--- src/rtl/data_mem_sram_ctrl.sv ---
// MEM-stage data memory controller for a 16-bit asynchronous SRAM.
// Each 32-bit access runs as a low and a high half-word phase of WAIT_CYCLES clocks.
module data_mem_sram_ctrl #(
  parameter logic [31:0] BASE        = 32'd1024,
  parameter int          ADDR_W      = 18,
  parameter int          WAIT_CYCLES = 2
) (
  input  logic              clk,
  input  logic              rst,
  input  logic              rd_en,
  input  logic              wr_en,
  input  logic [31:0]       address,
  input  logic [31:0]       wdata,
  output logic [31:0]       rdata,
  output logic              ready,
  output logic [ADDR_W-1:0] sram_addr,
  output logic [15:0]       sram_dq_out,
  input  logic [15:0]       sram_dq_in,
  output logic              sram_dq_oe,
  output logic              sram_we_n
);

  typedef enum logic [1:0] {IDLE, LOW, HIGH, DONE} state_t;

  localparam logic [3:0] LAST = 4'(WAIT_CYCLES - 1);

  state_t            state;
  logic [3:0]        count;
  logic [ADDR_W-2:0] word_lat;
  logic [15:0]       wdata_hi;
  logic              wr_lat;
  logic [15:0]       low_half;

  logic [31:0] mapped;
  logic        last;
  logic        unused_bits;

  assign mapped      = address - BASE;
  assign last        = (count == LAST);
  assign unused_bits = ^{mapped[31:ADDR_W+1], mapped[1:0]};
  assign ready       = ((state == IDLE) && !rd_en && !wr_en) || (state == DONE);

  // Outputs are registered one step ahead so they line up with the state they belong to;
  // WE rises on the last count of each phase while address and data stay put.
  always_ff @(posedge clk) begin
    if (rst) begin
      state       <= IDLE;
      count       <= '0;
      word_lat    <= '0;
      wdata_hi    <= '0;
      wr_lat      <= 1'b0;
      low_half    <= '0;
      rdata       <= '0;
      sram_addr   <= '0;
      sram_dq_out <= '0;
      sram_dq_oe  <= 1'b0;
      sram_we_n   <= 1'b1;
    end else begin
      case (state)
        IDLE: begin
          if (rd_en || wr_en) begin
            word_lat    <= mapped[ADDR_W:2];
            wdata_hi    <= wdata[31:16];
            wr_lat      <= wr_en;
            count       <= '0;
            state       <= LOW;
            sram_addr   <= {mapped[ADDR_W:2], 1'b0};
            sram_dq_out <= wdata[15:0];
            sram_dq_oe  <= wr_en;
            sram_we_n   <= ~wr_en;
          end
        end
        LOW: begin
          if (last) begin
            count       <= '0;
            state       <= HIGH;
            sram_addr   <= {word_lat, 1'b1};
            sram_dq_out <= wdata_hi;
            sram_we_n   <= ~wr_lat;
            if (!wr_lat) low_half <= sram_dq_in;
          end else begin
            count     <= count + 4'd1;
            sram_we_n <= ~wr_lat || (count + 4'd1 == LAST);
          end
        end
        HIGH: begin
          if (last) begin
            count      <= '0;
            state      <= DONE;
            sram_dq_oe <= 1'b0;
            sram_we_n  <= 1'b1;
            if (!wr_lat) rdata <= {sram_dq_in, low_half};
          end else begin
            count     <= count + 4'd1;
            sram_we_n <= ~wr_lat || (count + 4'd1 == LAST);
          end
        end
        default: state <= IDLE;
      endcase
    end
  end

endmodule

--- config.mk ---
export PLATFORM = sky130hd
export DESIGN_NAME = data_mem_sram_ctrl
export DESIGN_NICKNAME = d
export VERILOG_FILES = /design/src/rtl/data_mem_sram_ctrl.sv
export SDC_FILE = /design/constraint.sdc
export NUM_CORES = 1
export LEC_CHECK = 0
export ABC_CLOCK_PERIOD_IN_PS = 3350
export BUFFER_PORTS_ARGS = -buffer_cell sky130_fd_sc_hd__buf_2
export CORE_MARGIN = 1
export CORE_UTILIZATION = 25
export DETAILED_ROUTE_END_ITERATION = 8
export PLACE_DENSITY = 0.48
export SLEW_MARGIN = 20
export SYNTH_ARGS = -nofsm -noshare
export SYNTH_HDL_FRONTEND = slang
export SYNTH_SLANG_ARGS = --single-unit
--- constraint.sdc ---
create_clock -name clk -period 3.35 [get_ports clk]
set_input_delay 0.1675 -clock clk [delete_from_list [all_inputs] [get_ports clk]]
set_output_delay 0.1675 -clock clk [all_outputs]
set_load 0.02 [all_outputs]
==> results.json, run 1 <==
{
  "power.static_leakage_nw": 2.85,
  "htree_levels": 4,
  "ys_warn_count": 0,
  "tns_ns": 0,
  "postSynthAreaPerCell_um2": 8.59,
  "crit_type": "reg2reg",
  "hold_slack_ns": 0.0178,
  "antenna_left": 0,
  "path_cells": "ha_2 > buf_4 > nand2b_1 > a2bb2oi_1 > o211ai_1 > a31o_1",
  "ys_ff_latch": 124,
  "cp_num_buf_inv": 1,
  "hold_viol_final": 0,
  "slew_violations": 0,
  "vdd_drop_max_mv": 0.667,
  "outcome": "completed",
  "clk_pin_slew_ns": 0.06,
  "cpPeakStageDelay_ns": 0.53,
  "die_area_mm2": 0.0213,
  "max_freq_mhz": 450,
  "grt_use_total_pct": 13.6,
  "p_sw_share_pct": 37.8,
  "start_util_pct": 25.6,
  "required_ns": 3.65,
  "worstPathArrival_ns": 2.52,
  "crit_path_end_kind": "flop",
  "ys_seq_area_share_pct": 48.0,
  "die_w_um": 146,
  "netSwitchingPower_mw": 2.29,
  "root_buffer": "clkbuf_16",
  "routed_wl_um": 13900,
  "slew-limit-headroom_pct": 55.0,
  "grt_pass1_wl_um": 22900,
  "fp-row-count": 52,
  "finalSetupViolCount": 0,
  "insertedDiodeCount": 0,
  "dp_hpwl_um": 8680,
  "combPwrFrac_pct": 37.1,
  "drt_iter0_drc": 222,
  "post_cts_buffers": 0,
  "io_buffers": 137,
  "hp-class": "in2reg",
  "crit_path_max_fanout": 32,
  "first_pass_iters": 4,
  "cts_tree": "done",
  "ys_async_sr_fraction_pct": 0,
  "critPathLaunchType": "flop",
  "io_pins": 153,
  "overflow": 0,
  "viasPerCell": 4.35,
  "synthTopCellsByArea": "dfxtp_1 (48%), nand2_1 (12%), a21oi_1 (7.9%), a211oi_2 (5.8%), mux2i_1 (5.6%)",
  "dp.cells": 974,
  "dp_slack_ns": 1.12,
  "worstSkewPairLatency_ns": 0.41,
  "final_cells": 1040,
  "p_clk_share_pct": 30.7,
  "synth_edf_count": 0,
  "p_seq_share_pct": 32.3,
  "fin_crit_sh_pct": 66.3,
  "grt_start_max_net_pins": 65,
  "intPower_mw": 3.76,
  "fin_area_mm2": 0.00700,
  "setup_slack_ns": 1.13,
  "final_core_util_pct": 34.6,
  "core_area_mm2": 0.0202,
  "syn_nets": 695,
  "die_h_um": 146,
  "final_net_count": 850,
  "yosys.area.top_type": "dfxtp_1",
  "synth-main-ff-cell": "dfxtp_1",
  "syn_area_mm2": 0.00517,
  "drc": 0,
  "syn_to_final_growth_pct": 35.4,
  "antenna_found_initial": 0,
  "tightest_slew_ns": 0.675,
  "cts_resized": 0,
  "maxCapViolCount": 0,
  "synth_cell_type_count": 52,
  "drive_gt1_share_pct": 27.0,
  "globalplace.congestion": 0.717,
  "power.total_mw": 6.05,
  "clock_skew_ns": 0.00760,
  "synth_cells": 602,
  "p_per_area_mw_per_mm2": 865,
  "ctsHoldBuffers": 34,
  "vias": 4525,
  "cts_buffers": 17,
  "placed_area_mm2": 0.00607,
  "grt_pass1_vias": 4442,
  "wire_per_inst_um": 13.3,
  "clockBufferDepth": 2,
  "crit_slowest_cell": "buf_4",
  "rsz0062_at_grt": "false",
  "fin_crit_ns": 2.22,
  "path_delay_family": "buffers and inverters",
  "cts_sinks": 124,
  "synth_top_area_share_pct": 48.0
}
[sequential cells by signal (all words and copies together), names as in the netlist, 2 cells and up]
register / flops
count: 4
rdata: 32
wdata_hi: 16
sram_dq_out: 16
word_lat: 17
low_half: 16
sram_addr: 18
state: 2
[worst reg2reg max path, cell delays in order, from the launching register on]
cell       delay, ns
dfxtp_1         0.42
ha_2            0.45
buf_4           0.53
nand2b_1        0.20
a2bb2oi_1       0.16
o211ai_1        0.11
a31o_1          0.24
[area by class of cell]
class                   count  area, um2
fillers                  2181      13200
flip-flops and latches    124       2480
multi-input cells         427       2460
repair buffers            179       1100
clock buffers              20        457
well taps                 270        338
clock inverters            12        138
inverters                   8       30.0
[cell usage after synthesis, types with 2 or more instances]
cell type	n
o21ai_1	3
o221ai_1	3
nand3_1	4
buf_2	8
inv_1	8
o211ai_1	2
nand2_1	164
nor2_1	41
dfxtp_1	124
xnor2_1	4
nand2b_1	6
xor2_1	2
a21oi_1	82
a211oi_1	5
nor3_1	3
buf_1	4
nand4_1	3
o21ai_0	10
clkbuf_1	24
or2_2	2
mux2i_1	29
a211oi_2	24
buf_4	2
nor2b_1	2
buf_6	5
ha_1	9
and2_1	2
nor3b_1	3
[path summary, 6_finish.rpt]
check,from,end,slack [ns],cells past startpoint
setup reg to reg,state[0]$_SDFFE_PP0P_,sram_addr[15]$_SDFFE_PP0P_,1.13,6
setup / recovery,state[0]$_SDFFE_PP0P_,sram_addr[15]$_SDFFE_PP0P_,1.13,6
hold reg to reg,low_half[6]$_SDFFE_PP0P_,rdata[6]$_SDFFE_PP0P_,0.44,2
hold / removal,sram_dq_in[2],rdata[18]$_SDFFE_PP0P_,0.02,3
[kinds of logic after synthesis]
kind of cell | after synthesis | share of synthesized area (%)
simple gates | 239 | 19.4
fa+ha+maj | 9 | 2.18
mux | 29 | 5.61
flops | 124 | 48.0
buf+inv | 51 | 4.77
compound gates | 144 | 19.0
xor+xnor | 6 | 1.02
[routing by layer]
layer,routed length [um],global-route usage [%]
met4,161,5.21
met2,6310,22.0
met5,0,0
met1,6900,17.4
met3,489,3.35
[power by group through the flow]
stage               sequential, mW  clock (mW)  combinational [mW]
floorplan                     2.17           0                1.55
global placement              1.98           0                2.24
detailed placement            1.98           0                2.25
CTS                           1.96        1.92                2.29
global route                  1.99        2.00                2.48
finish                        1.95        1.86                2.24
[cells in the final DEF, fill, tap and decap left out, drive strengths merged, types with 2 or more instances in the layout]
| master | instances |
|---|---|
| a211oi | 29 |
| a21oi | 82 |
| a22oi | 2 |
| and2 | 2 |
| buf | 145 |
| bufinv | 2 |
| clkbuf | 20 |
| clkinv | 5 |
| clkinvlp | 2 |
| dfxtp | 124 |
| dlygate4sd3 | 34 |
| ha | 9 |
| inv | 11 |
| mux2i | 29 |
| nand2 | 164 |
| nand2b | 6 |
| nand3 | 4 |
| nand4 | 3 |
| nor2 | 41 |
| nor2b | 2 |
| nor3 | 4 |
| nor3b | 4 |
| o211ai | 2 |
| o21ai | 13 |
| o221ai | 3 |
| or2 | 2 |
| xnor2 | 4 |
| xor2 | 2 |
Power figures use the tool's default switching activity.
==> run 2: changes to the inputs <==
--- a/config.mk
+++ b/config.mk
@@ -5,7 +5,7 @@
 export SDC_FILE = /design/constraint.sdc
 export NUM_CORES = 1
 export LEC_CHECK = 0
-export ABC_CLOCK_PERIOD_IN_PS = 3350
+export ABC_CLOCK_PERIOD_IN_PS = 2210
 export BUFFER_PORTS_ARGS = -buffer_cell sky130_fd_sc_hd__buf_2
 export CORE_MARGIN = 1
 export CORE_UTILIZATION = 25
==> constraint.sdc (replaced) <==
create_clock -name clk -period 2.21 [get_ports clk]
set_input_delay 0.1105 -clock clk [delete_from_list [all_inputs] [get_ports clk]]
set_output_delay 0.1105 -clock clk [all_outputs]
set_load 0.02 [all_outputs]
==> run 2 against run 1 <==
Clock skew rose by 0.0018 ns. First-iteration DRC count decreased by 29%. Power is 52% higher. Routed wire length rose by 1.6%. Via count increased by 1.7%. Clock-buffer cell count is 1 higher. Largest power group unchanged.
==> results.json, run 2 (same netlist as run 1, synthesis figures left out) <==
{
  "outcome": "completed",
  "crit_path_max_fanout": 8,
  "slew_violations": 0,
  "p_per_area_mw_per_mm2": 1290,
  "setup_slack_ns": 0.135,
  "viasPerCell": 4.37,
  "required_ns": 2.10,
  "clockBufferDepth": 2,
  "htree_levels": 4,
  "tns_ns": 0,
  "grt_use_total_pct": 13.7,
  "layout_commonest_cell": "nand2_1",
  "worstPathArrival_ns": 1.96,
  "largest_register_ffs": 32,
  "routed_wl_um": 14100,
  "clk_pin_slew_ns": 0.06,
  "netSwitchingPower_mw": 3.45,
  "io_buffers": 137,
  "post_cts_buffers": 0,
  "maxCapViolCount": 0,
  "rsz0062_at_grt": "false",
  "slew-limit-headroom_pct": 58.4,
  "max_freq_mhz": 482,
  "dp_hpwl_um": 8950,
  "power.static_leakage_nw": 2.91,
  "start_util_pct": 25.6,
  "p_sw_share_pct": 37.4,
  "vdd_drop_max_mv": 0.828,
  "insertedDiodeCount": 0,
  "dp_slack_ns": 0.237,
  "grt_pass1_wl_um": 23100,
  "antenna_left": 0,
  "grt_start_max_net_pins": 65,
  "io_pins": 153,
  "fillers": 2142,
  "wire_per_inst_um": 13.4,
  "drive_gt1_share_pct": 27.2,
  "core_area_mm2": 0.0202,
  "crit_type": "reg2out",
  "cts_sinks": 124,
  "globalplace.congestion": 0.755,
  "intPower_mw": 5.77,
  "cts_buffers": 17,
  "die_h_um": 146,
  "overflow": 0,
  "fp-row-count": 52,
  "fin_crit_sh_pct": 93.9,
  "root_buffer": "clkbuf_16",
  "die_area_mm2": 0.0213,
  "p_seq_share_pct": 32.2,
  "antenna_found_initial": 0,
  "largestRegisters": "rdata: 32 flops, sram_addr: 18 flops, word_lat: 17 flops",
  "final_cell_mix": "nand2_1 (164), buf_2 (136), dfxtp_1 (124)",
  "drc": 0,
  "hp-class": "in2reg",
  "clock_skew_ns": 0.00938,
  "tightest_slew_ns": 0.623,
  "vias": 4603,
  "hold_viol_final": 0,
  "crit_path_end_kind": "primary output",
  "hold_slack_ns": 0.0205,
  "largest-register": "rdata",
  "syn_to_final_growth_pct": 38.0,
  "first_pass_iters": 4,
  "cts_tree": "done",
  "finalSetupViolCount": 0,
  "combPwrFrac_pct": 38.4,
  "final_net_count": 865,
  "grt_pass1_vias": 4488,
  "worstSkewPairLatency_ns": 0.41,
  "drt_iter0_drc": 157,
  "p_clk_share_pct": 29.4,
  "fin_crit_ns": 2.08,
  "critPathLaunchType": "flop",
  "die_w_um": 146
}
[run 2: power groups by stage]
stage          logic, mW  clock network, mW  registers [mW]
5_1_grt             3.94               2.88            3.03
2_1_floorplan       2.35                  0            3.29
3_3_place_gp        3.52                  0            3.01
4_1_cts             3.61               2.79            2.97
3_5_place_dp        3.54                  0            3.01
6_report            3.54               2.71            2.96
[run 2: path summary, 6_finish.rpt]
check             cells after the start  slack, ns                           to                     start
hold / removal                        3       0.02    word_lat[16]$_SDFFE_PP0P_               address[18]
setup / recovery                      6       0.13                        ready     state[0]$_SDFFE_PP0P_
hold reg to reg                       2       0.45        rdata[7]$_SDFFE_PP0P_  low_half[7]$_SDFFE_PP0P_
setup reg to reg                      6       0.26  sram_dq_out[4]$_SDFFE_PP0P_     count[0]$_SDFFE_PP0P_
[run 2: metal layers]
metal | routed length, um | GRT usage, %
met1 | 6940 | 17.5
met2 | 6540 | 22.5
met3 | 426 | 3.48
met4 | 179 | 4.74
met5 | 0 | 0
[run 2: what timing repair did]
item,4_1_cts,5_1_grt
resized for setup,0,1
endpoints found under the hold margin,57,0
endpoints found under the setup margin,0,1
hold buffers,41,0
[run 2: area by class of cell]
cell class / instances / area (um2) / area share [%]
clock inverter: 10 / 118 / 1.65
clock buffer: 21 / 450 / 6.31
sequential: 124 / 2480 / 34.8
inverter: 8 / 30.0 / 0.421
tap: 270 / 338 / 4.73
multi-input combinational: 427 / 2460 / 34.5
timing repair buffer: 194 / 1260 / 17.6
[run 2: through the flow]
| step | power [mW] | cell area [um2] | util [%] | instances |
|---|---|---|---|---|
| final | 9.22 | 7140 | 35.3 | 1054 |
| after global routing | 9.85 | 7140 | 35.3 | 1054 |
| after CTS | 9.37 | 7130 | 35.2 | 1054 |
| after detailed placement | 6.55 | 6150 | 30.4 | 982 |
| after global placement | 6.53 | 6150 | 30.4 | 982 |
| after floorplan | 5.64 | 5170 | - | 602 |
[run 2: critical path: stages (launching register included)]
cell	delay, ns
dfxtp_1	0.42
inv_1	0.09
ha_1	0.27
buf_4	0.17
nor3b_4	0.17
or2_2	0.28
buf_2	0.16
